`src/rtl/mpls_stack_parser.sv`:
```
// mpls_stack_parser
//   Captures the first HDR_WORDS words of each packet, then walks VLAN tags
//   and the MPLS label stack one field per cycle. The result is a one-cycle
//   strobe (res_vld_o) carrying the label stack, VLAN count, L3 type and L3
//   byte offset. Packet data passes through with one cycle of latency.
// Ports
//   clk_i, srst_i           clock, synchronous active-high reset
//   en_i                    parse enable; when low, a sop starts no parse
//   pkt_*_i                 64-bit packet bus, byte 0 = [63:56], mod 0 = 8 bytes
//   pkt_*_o                 packet bus registered once
//   res_vld_o               result strobe; the result fields hold until the next one
//   vlan_cnt_o              VLAN tags found
//   mpls_label_o/en/cnt     label i at [32i+31:32i], valid mask, count
//   mpls_ovf_o              MAX_LABELS labels read without seeing BOS
//   l3_type_o, l3_ofs_o     00 none / 01 IPv4 / 10 IPv6, byte offset of L3
//   trunc_o                 captured bytes ran out before the walk finished
//   drop_o                  pulse: an in-flight parse was aborted by a new sop
module mpls_stack_parser #(
  parameter int MAX_VLANS  = 3,
  parameter int MAX_LABELS = 4,
  parameter int HDR_WORDS  = (18 + 4*MAX_VLANS + 4*MAX_LABELS + 7) / 8
) (
  input  logic                               clk_i,
  input  logic                               srst_i,
  input  logic                               en_i,
  input  logic [63:0]                        pkt_data_i,
  input  logic [2:0]                         pkt_mod_i,
  input  logic                               pkt_sop_i,
  input  logic                               pkt_eop_i,
  input  logic                               pkt_en_i,
  output logic [63:0]                        pkt_data_o,
  output logic [2:0]                         pkt_mod_o,
  output logic                               pkt_sop_o,
  output logic                               pkt_eop_o,
  output logic                               pkt_en_o,
  output logic                               res_vld_o,
  output logic [1:0]                         vlan_cnt_o,
  output logic [32*MAX_LABELS-1:0]           mpls_label_o,
  output logic [MAX_LABELS-1:0]              mpls_en_o,
  output logic [$clog2(MAX_LABELS+1)-1:0]    mpls_cnt_o,
  output logic                               mpls_ovf_o,
  output logic [1:0]                         l3_type_o,
  output logic [7:0]                         l3_ofs_o,
  output logic                               trunc_o,
  output logic                               drop_o
);
  localparam int CW = $clog2(MAX_LABELS+1);
  localparam int HB = HDR_WORDS * 8;

  typedef enum logic [2:0] {IDLE, CAPTURE, WALK, LABEL, DONE} state_t;

  // Byte a of the capture buffer; words are stored whole, byte 0 in the MSBs.
  function automatic logic [7:0] rd_byte(input logic [HDR_WORDS*64-1:0] h,
                                         input logic [7:0] a);
    rd_byte = '0;
    for (int i = 0; i < HB; i++)
      if (a == 8'(i)) rd_byte = h[(i/8)*64 + 63 - 8*(i%8) -: 8];
  endfunction

  state_t                     state_q, state_d;
  logic [HDR_WORDS*64-1:0]    hdr_q, hdr_d;
  logic [7:0]                 wcnt_q, wcnt_d, bcnt_q, bcnt_d, ptr_q, ptr_d;
  logic [1:0]                 vcnt_q, vcnt_d;
  logic [32*MAX_LABELS-1:0]   lbl_q, lbl_d;
  logic [MAX_LABELS-1:0]      men_q, men_d;
  logic [CW-1:0]              mcnt_q, mcnt_d;
  logic                       ovf_q, ovf_d, trunc_q, trunc_d;
  logic [1:0]                 l3t_q, l3t_d;
  logic [7:0]                 l3o_q, l3o_d;
  // registered outputs
  logic [63:0]                pd_q;
  logic [2:0]                 pm_q;
  logic                       ps_q, pe_q, pv_q, res_vld_q, drop_q;
  logic [1:0]                 o_vcnt_q, o_l3t_q;
  logic [32*MAX_LABELS-1:0]   o_lbl_q;
  logic [MAX_LABELS-1:0]      o_men_q;
  logic [CW-1:0]              o_mcnt_q;
  logic                       o_ovf_q, o_trunc_q;
  logic [7:0]                 o_l3o_q;

  logic        start, wr_en, wr_last, fin, drop;
  logic [7:0]  wr_idx, b0, b1, b2, b3, b4;
  logic [15:0] etype;
  logic [31:0] lword;
  logic [8:0]  end2, end4, end5;

  always_comb begin
    state_d = state_q; hdr_d = hdr_q; wcnt_d = wcnt_q; bcnt_d = bcnt_q;
    ptr_d = ptr_q; vcnt_d = vcnt_q; lbl_d = lbl_q; men_d = men_q;
    mcnt_d = mcnt_q; ovf_d = ovf_q; trunc_d = trunc_q; l3t_d = l3t_q;
    l3o_d = l3o_q; fin = 1'b0; drop = 1'b0;

    b0 = rd_byte(hdr_q, ptr_q);
    b1 = rd_byte(hdr_q, ptr_q + 8'd1);
    b2 = rd_byte(hdr_q, ptr_q + 8'd2);
    b3 = rd_byte(hdr_q, ptr_q + 8'd3);
    b4 = rd_byte(hdr_q, ptr_q + 8'd4);
    etype = {b0, b1};
    lword = {b0, b1, b2, b3};
    // one past the last byte each read touches, compared with captured bytes
    end2 = {1'b0, ptr_q} + 9'd2;
    end4 = {1'b0, ptr_q} + 9'd4;
    end5 = {1'b0, ptr_q} + 9'd5;

    start   = pkt_en_i & pkt_sop_i & en_i;
    wr_en   = start | (state_q == CAPTURE & pkt_en_i);
    wr_idx  = start ? 8'd0 : wcnt_q;
    wr_last = pkt_eop_i | (wr_idx == 8'(HDR_WORDS-1));

    case (state_q)
      WALK: begin
        if (end2 > {1'b0, bcnt_q}) begin
          trunc_d = 1'b1; fin = 1'b1;
        end else if ((etype == 16'h8100 || etype == 16'h88A8 || etype == 16'h9100)
                     && vcnt_q < 2'(MAX_VLANS)) begin
          vcnt_d = vcnt_q + 2'd1;
          ptr_d  = ptr_q + 8'd4;
        end else if (etype == 16'h8847 || etype == 16'h8848) begin
          ptr_d   = ptr_q + 8'd2;
          state_d = LABEL;
        end else begin
          l3t_d = (etype == 16'h0800) ? 2'b01 : (etype == 16'h86DD) ? 2'b10 : 2'b00;
          l3o_d = ptr_q + 8'd2;
          fin   = 1'b1;
        end
      end
      LABEL: begin
        if (end4 > {1'b0, bcnt_q}) begin
          trunc_d = 1'b1; fin = 1'b1;
        end else begin
          // mcnt doubles as the label index
          for (int i = 0; i < MAX_LABELS; i++)
            if (mcnt_q == CW'(i)) begin
              lbl_d[i*32 +: 32] = lword;
              men_d[i]          = 1'b1;
            end
          mcnt_d = mcnt_q + CW'(1);
          ptr_d  = ptr_q + 8'd4;
          if (lword[8]) begin
            // BOS: peek at the IP version nibble right after the stack
            if (end5 > {1'b0, bcnt_q}) trunc_d = 1'b1;
            else begin
              l3t_d = (b4[7:4] == 4'd4) ? 2'b01 : (b4[7:4] == 4'd6) ? 2'b10 : 2'b00;
              l3o_d = ptr_q + 8'd4;
            end
            fin = 1'b1;
          end else if (mcnt_q == CW'(MAX_LABELS-1)) begin
            ovf_d = 1'b1; fin = 1'b1;
          end
        end
      end
      DONE:    state_d = IDLE;
      default: ;
    endcase
    if (fin) state_d = DONE;

    // A new sop wins over anything in flight. In DONE the result is already
    // out, so only CAPTURE/WALK/LABEL count as a discarded parse.
    if (start) begin
      drop   = (state_q == CAPTURE) | (state_q == WALK) | (state_q == LABEL);
      fin    = 1'b0;
      vcnt_d = '0; lbl_d = '0; men_d = '0; mcnt_d = '0;
      ovf_d  = 1'b0; trunc_d = 1'b0; l3t_d = '0; l3o_d = '0;
    end
    if (wr_en) begin
      for (int w = 0; w < HDR_WORDS; w++)
        if (wr_idx == 8'(w)) hdr_d[w*64 +: 64] = pkt_data_i;
      wcnt_d = wr_idx + 8'd1;
      if (wr_last) begin
        bcnt_d  = (wr_idx << 3) + ((pkt_eop_i && pkt_mod_i != 3'd0) ? {5'd0, pkt_mod_i} : 8'd8);
        ptr_d   = 8'd12;
        vcnt_d  = '0;
        state_d = WALK;
      end else begin
        state_d = CAPTURE;
      end
    end
  end

  always_ff @(posedge clk_i) begin
    if (srst_i) begin
      state_q <= IDLE; hdr_q <= '0; wcnt_q <= '0; bcnt_q <= '0; ptr_q <= '0;
      vcnt_q <= '0; lbl_q <= '0; men_q <= '0; mcnt_q <= '0; ovf_q <= 1'b0;
      trunc_q <= 1'b0; l3t_q <= '0; l3o_q <= '0;
      pd_q <= '0; pm_q <= '0; ps_q <= 1'b0; pe_q <= 1'b0; pv_q <= 1'b0;
      res_vld_q <= 1'b0; drop_q <= 1'b0; o_vcnt_q <= '0; o_lbl_q <= '0;
      o_men_q <= '0; o_mcnt_q <= '0; o_ovf_q <= 1'b0; o_l3t_q <= '0;
      o_l3o_q <= '0; o_trunc_q <= 1'b0;
    end else begin
      state_q <= state_d; hdr_q <= hdr_d; wcnt_q <= wcnt_d; bcnt_q <= bcnt_d;
      ptr_q <= ptr_d; vcnt_q <= vcnt_d; lbl_q <= lbl_d; men_q <= men_d;
      mcnt_q <= mcnt_d; ovf_q <= ovf_d; trunc_q <= trunc_d; l3t_q <= l3t_d;
      l3o_q <= l3o_d;
      pd_q <= pkt_data_i; pm_q <= pkt_mod_i; ps_q <= pkt_sop_i;
      pe_q <= pkt_eop_i; pv_q <= pkt_en_i;
      res_vld_q <= fin; drop_q <= drop;
      // results land together with the strobe, i.e. during the DONE cycle
      if (fin) begin
        o_vcnt_q <= vcnt_d; o_lbl_q <= lbl_d; o_men_q <= men_d;
        o_mcnt_q <= mcnt_d; o_ovf_q <= ovf_d; o_l3t_q <= l3t_d;
        o_l3o_q <= l3o_d; o_trunc_q <= trunc_d;
      end
    end
  end

  assign pkt_data_o   = pd_q;
  assign pkt_mod_o    = pm_q;
  assign pkt_sop_o    = ps_q;
  assign pkt_eop_o    = pe_q;
  assign pkt_en_o     = pv_q;
  assign res_vld_o    = res_vld_q;
  assign drop_o       = drop_q;
  assign vlan_cnt_o   = o_vcnt_q;
  assign mpls_label_o = o_lbl_q;
  assign mpls_en_o    = o_men_q;
  assign mpls_cnt_o   = o_mcnt_q;
  assign mpls_ovf_o   = o_ovf_q;
  assign l3_type_o    = o_l3t_q;
  assign l3_ofs_o     = o_l3o_q;
  assign trunc_o      = o_trunc_q;
endmodule

```
`config.mk`:
```
export PLATFORM = sky130hd
export DESIGN_NAME = mpls_stack_parser
export DESIGN_NICKNAME = d
export VERILOG_FILES = /design/src/rtl/mpls_stack_parser.sv
export SDC_FILE = /design/constraint.sdc
export NUM_CORES = 2
export LEC_CHECK = 0
export ABC_AREA = 1
export ABC_CLOCK_PERIOD_IN_PS = 6400
export CAP_MARGIN = 10
export CORE_MARGIN = 8
export CORE_UTILIZATION = 43
export DETAILED_ROUTE_END_ITERATION = 16
export HOLD_SLACK_MARGIN = 0.08
export PLACE_DENSITY = 0.67
export SYNTH_ARGS = -nofsm -noshare
export SYNTH_HDL_FRONTEND = slang
export SYNTH_SLANG_ARGS = --single-unit
```
`constraint.sdc`:
```
create_clock -name clk_i -period 6.4 [get_ports clk_i]
set_input_delay 1.28 -clock clk_i [delete_from_list [all_inputs] [get_ports clk_i]]
set_output_delay 1.28 -clock clk_i [all_outputs]
set_load 0.01 [all_outputs]
```
Word level (Yosys, flattened, before mapping) --
Cells that the tools add are included.
Word-level totals: bits in registers 781, input port bits 73, output and inout port bits 221, word-level logic and storage cells 656
Operators by class: add/sub/neg operators 11, magnitude comparators 4, equality and inequality tests 259, mux-type cells 318, bitwise gates (word level) 8, reductions and logical operators 23
Operator list (number):
- $mux W8 | 254
- $eq A8 B5 Y1 const B | 80
- $eq A8 B6 Y1 const B | 80
- $mux W128 | 3
- $eq A8 B4 Y1 const B | 40
- $eq A8 B3 Y1 const B | 22
- $mux W32 | 4
- $eq A16 B16 Y1 const B | 6
- $eq A8 B2 Y1 const B | 12
- $eq A8 B1 Y1 const B | 6
- $logic_not A8 Y1 | 6
- $mux W2 | 18
- $pmux W8 S2 | 2
- $gt A9 B8 Y1 | 3
- $mux W3 | 8
- $mux W1 | 21
- $add A8 B3 Y9 const B | 2
- $add A8 B1 Y8 const B | 2
- $add A8 B2 Y8 const B | 2
- $eq A16 B12 Y1 const B | 1
- $mux W4 | 4
- $reduce_and A2 Y1 | 7
- $eq A3 B2 Y1 const B | 4
- $ne A4 B4 Y1 const B | 3
- other kinds (22) | 33

Longest topological paths before layout --
depth after elaboration 60, gate-level depth with buffers 50, mapped depth without buffers 47

Worst setup path after synthesis --
Ideal clock, no wire load.
path type reg2reg, start point reg ptr_q[2], end point reg o_men_q[0] (netlist: mpls_en_o[0]), setup time 116 ps, arrival time 3714 ps, required time 6284 ps, slack 2571 ps, stages on the path, launching flop included 50, path buffers 3, clock period less this slack 3829 ps, cell sequence dfxtp_1 -> buf_2 -> inv_2 -> ha_1 -> nand2_1 -> inv_1 -> nand4_1 -> nand3_1 -> nand2_1 -> nand2_1 -> nand2_1 -> nand2_1 -> nand2_1 -> nand2_1 -> nand2_1 -> nand2_1 -> nand2_1 -> nand2_1 -> [... 14 more ...] -> nand2_1 -> nand2_1 -> nor2_1 -> nand3_1 -> nor2_1 -> nand3_1 -> nand2_1 -> nand2_2 -> nand2_2 -> nand2_2 -> nand2_2 -> nand2_2 -> nand2_2 -> buf_6 -> inv_2 -> buf_6 -> nor2_1 -> nor2_1
Between the ends: cells in the longest elaborated chain, start to end 58, elaborated cells on any way between the ends 313, those cells by class 4 x add/sub; 2 x order compare; 146 x eq/ne; 154 x mux; 7 x reduce/logical
RTL lines:
- start: declaration | line 62 | logic [7:0] wcnt_q, wcnt_d, bcnt_q, bcnt_d, ptr_q, ptr_d;
- start signal: assignment | line 191 | ptr_q <= ptr_d; vcnt_q <= vcnt_d; lbl_q <= lbl_d; men_q <= men_d;
- $add A8 B1 Y8 | line 94 | b1 = rd_byte(hdr_q, ptr_q + 8'd1);
- $logic_not A8 Y1 | line 57 | if (a == 8'(i)) rd_byte = h[(i/8)*64 + 63 - 8*(i%8) -: 8];
- $mux W8 (48 in a row) | line 57
- $eq A16 B16 Y1 | line 114 | end else if ((etype == 16'h8100 || etype == 16'h88A8 || etype == 16'h9100)
- $logic_or A1 B1 Y1 (2 in a row) | line 114
- $logic_and A1 B1 Y1 | line 115 | && vcnt_q < 2'(MAX_VLANS)) begin
- $mux W1 | line 114
- $mux W1 | line 112 | if (end2 > {1'b0, bcnt_q}) begin
- $pmux W1 S2 | line 110 | case (state_q)
- $mux W1 | line 159 | if (start) begin
- end signal: assignment | line 199 | o_vcnt_q <= vcnt_d; o_lbl_q <= lbl_d; o_men_q <= men_d;
- end: declaration | line 76 | logic [MAX_LABELS-1:0] o_men_q;
Several ways; a longest one is shown, not always the timed one. A chain may end at the register's enable or synchronous reset.

Worst setup path in the final report --
start point reg ptr_q[3], end point reg o_l3t_q[0] (netlist: l3_type_o[0])
Between the ends: cells in the longest elaborated chain, start to end 58, elaborated cells on any way between the ends 421, those cells by class 6 x add/sub; 3 x order compare; 195 x eq/ne; 209 x mux; 8 x reduce/logical
RTL lines:
- $add A8 B1 Y8 | line 94
- $logic_not A8 Y1 | line 57
- $mux W8 (48 in a row) | line 57
- $eq A16 B16 Y1 | line 114
- $logic_or A1 B1 Y1 (2 in a row) | line 114
- $logic_and A1 B1 Y1 | line 115
- $mux W2 / $mux W1 (equally long branches) | line 114
- $mux W2 / $mux W1 (equally long branches) | line 112
- $pmux W2 S2 / $pmux W1 S2 (equally long branches) | line 110
- $mux W2 / $mux W1 (equally long branches) | line 159
- end signal: assignment | line 200 | o_mcnt_q <= mcnt_d; o_ovf_q <= ovf_d; o_l3t_q <= l3t_d;
- end: declaration | line 74 | logic [1:0] o_vcnt_q, o_l3t_q;
Several ways; a longest one is shown, not always the timed one.

==> impl_results.md <==
- CP arrival: 6.37 ns
- Syn avg cell area: 7.02 um2
- # IOs: 294
- Power per cell area: 356 mW/mm2
- Synth area leaders: dfxtp_1, nand2_1, a21oi_1, o21ai_0, inv_1
- Initial antenna violation count: 8
- Clock Skew: 0.0626 ns
- Crit start category: flip-flop
- Distinct cells, synth: 58
- Antenna Violating Nets Remaining: 0
- Crit path max fanout: 31
- Worst-path clk slew: 0.07 ns
- Number of enable flip-flop cells after synthesis: 0
- GRT overflow: 0
- Worst-case clock buffer depth: 3
- Share of layout cells above drive strength 1: 0.0674
- CTS tree: built
- Chip Width: 304 um
- Maximum vdd drop: 0.259 mV
- Initial DRC Count: 4563
- RSZ-0062 raised after global routing: no
- Post-synthesis register bit count: 780
- R2r setup slk: 0.56 ns
- Final worst path period share: 0.912
- Leak: 17.9 nW
- # Post-CTS Setup Buffers: 0
- Post-Syn Area: 0.0356 mm2
- Cts hold-fix bufs: 0
- TritonCTS Buffers: 84
- Vias in the first global route: 33.3k
- Leading area contributor after synthesis: dfxtp_1
- Most used cell along the critical path: nand2_1
- Clk sinks: 780
- Hold depth: 2
- Post-CTS sizing: 0
- Ys async rst share: 0
- Detailed Place HPWL: 99300 um
- RR Endpoint: l3_type_o[0]
- Routed len/inst: 21.4 um
- Mapped Cells: 5066
- Nets@finish: 5372
- Synth top area share: 0.439
- Largest net degree at the start of global routing: 129
- CP endpoint kind: flip-flop
- Die ar.: 0.0922 mm2
- Seq/Total Area, Yosys: 0.439
- R2r worst-path depth: 36
- H-Tree Depth: 3
- WHS Endpoint: men_q[1]
- Clock root buffer master: clkbuf_16
- Fin. Hold Viols: 0
- Overall Power: 15.2 mW
- RePlAce Congestion: 0.999
- Minimum clock period: 5.84 ns
- Core outline area: 0.0820 mm2
- Area grow syn2layout: 19.9%
- Max Freq: 171 MHz
- Drt via density: 5.69
- DRT Pass-1 Iters: 6
- Worst-skew pair later-pin latency: 0.67 ns
- Min-delay src: men_q[1]
- Port Buffers: 293
- Fill cells: 8041
- First-pass GRT wire length: 206000 um
- Dominant synthesized flop cell: dfxtp_1
- Least-Margin Pin Slew: 1.13 ns
- Total track usage: 0.281
- Maxcap violations: 0
- Status: finished clean
- Number of cell rows: 105
- Req. time, crit path: 6.93 ns
- Initial Util: 0.434
- Max-slew violation count: 0
- Path category of the worst min-delay check: flip-flop to flip-flop
- Synthesized Nets: 5181
- Relative slew slack: 0.239
- Setup tns final: 0 ns
- Kind of critical path: flip-flop to flip-flop
- Vias: 36.4k
- Syn. warnings: 0
- Die H: 304 um
- Final setup vio count: 0
- Worst r2r src: ptr_q[3]
- Critical-path top delay cell: dfxtp_1
- Drt total wl: 137000 um
- CP peak stage delay: 0.47 ns
- Drc violations: 0
area by class of cell:
type	count	area, um2	area share
antenna	5	12.5	0.000293
clock buffer	113	2370	0.0556
clock inverter	39	633	0.0148
inverter	508	1920	0.0449
multi-input combinational	3483	16900	0.396
sequential	780	15600	0.366
tap	1070	1340	0.0314
timing repair buffer	400	3890	0.0912
registers in the layout, indices dropped and copies added, names as in the netlist, 8 cells and up:
name	cells
bcnt_q	8
hdr_q	384
l3_ofs_o	8
l3o_q	8
lbl_q	128
mpls_label_o	128
pkt_data_o	64
wcnt_q	8
cells by family after synthesis:
| group | share of synthesized area |
|---|---|
| AOI/OAI and AO/OA | 0.216 |
| xor gates and xnor gates | 0.00148 |
| buffers and inverters | 0.0886 |
| DFF | 0.439 |
| and+or+nand+nor | 0.240 |
| adders and majority gates | 0.0148 |
report_power, final:
part / leakage (nW) / internal, mW / switching [mW]
registers: 6.32 / 5.07 / 0.177
clock network: 1.45 / 3.08 / 2.17
logic: 10.2 / 1.34 / 3.33
total: 17.9 / 9.49 / 5.67
worst max-delay path by stage:
stage	start	endpoint	slack (ns)	cells past startpoint
2_1_floorplan	ptr_q[2]	mpls_en_o[0]	2.57	49
3_3_place_gp	ptr_q[3]	l3_type_o[0]	0.85	36
3_5_place_dp	ptr_q[3]	mpls_label_o[119]	0.75	34
4_1_cts	ptr_q[3]	mpls_label_o[119]	0.74	35
5_1_grt	ptr_q[3]	mpls_label_o[41]	0.22	31
6_report	ptr_q[3]	l3_type_o[0]	0.56	36
Yosys cell counts, types with 16 or more instances:
cell       count
dfxtp_1      780
a221oi_1      17
o22ai_1       21
buf_1         17
buf_2         29
o211ai_1      53
clkbuf_1     229
nand4_1      107
o21ai_1       16
o2111ai_1     18
nor2_1       376
a21oi_1      706
ha_1          42
o21ai_0      554
or2_2         53
nand3_1      282
inv_1        495
nand2_1     1094
cell usage in the layout (no fill, tap or decap), types with 11 or more instances in the layout:
cell	instances
or2_2	53
inv_1	494
clkbuf_1	13
o21a_1	11
nand4_1	107
nand3_1	281
buf_4	95
clkbuf_16	84
o211ai_1	53
clkbuf_8	16
clkdlybuf4s50_1	292
and3_1	12
clkinv_2	13
o21ai_0	554
ha_1	42
bufinv_16	11
nor2_1	373
a21oi_1	706
o22ai_1	21
a221oi_1	17
dfxtp_1	780
o2111ai_1	18
nand2_1	1094
o21ai_1	16
nand2_2	13
buf_12	12
nor3_1	12
per-stage QoR:
step	hold WS (ns)	instance area [um2]	std cells	util	worst slack, ns
after floorplan	0.421	35600	5066	-	2.57
after global placement	0.442	39600	6241	0.483	0.849
after detailed placement	0.448	39600	6241	0.483	0.750
after CTS	0.458	42600	6393	0.520	0.742
after global routing	0.476	42600	6395	0.520	0.218
final	0.456	42600	6398	0.520	0.560
critical path: cells and delay by family (launching register included):
kind / cells / cell delay, ns
buf+inv: 4 / 0.81
fa+ha+maj: 1 / 0.32
compound gates: 6 / 0.91
flops: 1 / 0.47
simple gates: 25 / 3.16
layer usage:
metal / track usage / wire, um
met1: 0.383 / 57800
met2: 0.439 / 60300
met4: 0.104 / 5450
met3: 0.0558 / 13400
met5: 0 / 12
Power figures use the tool's default switching activity.
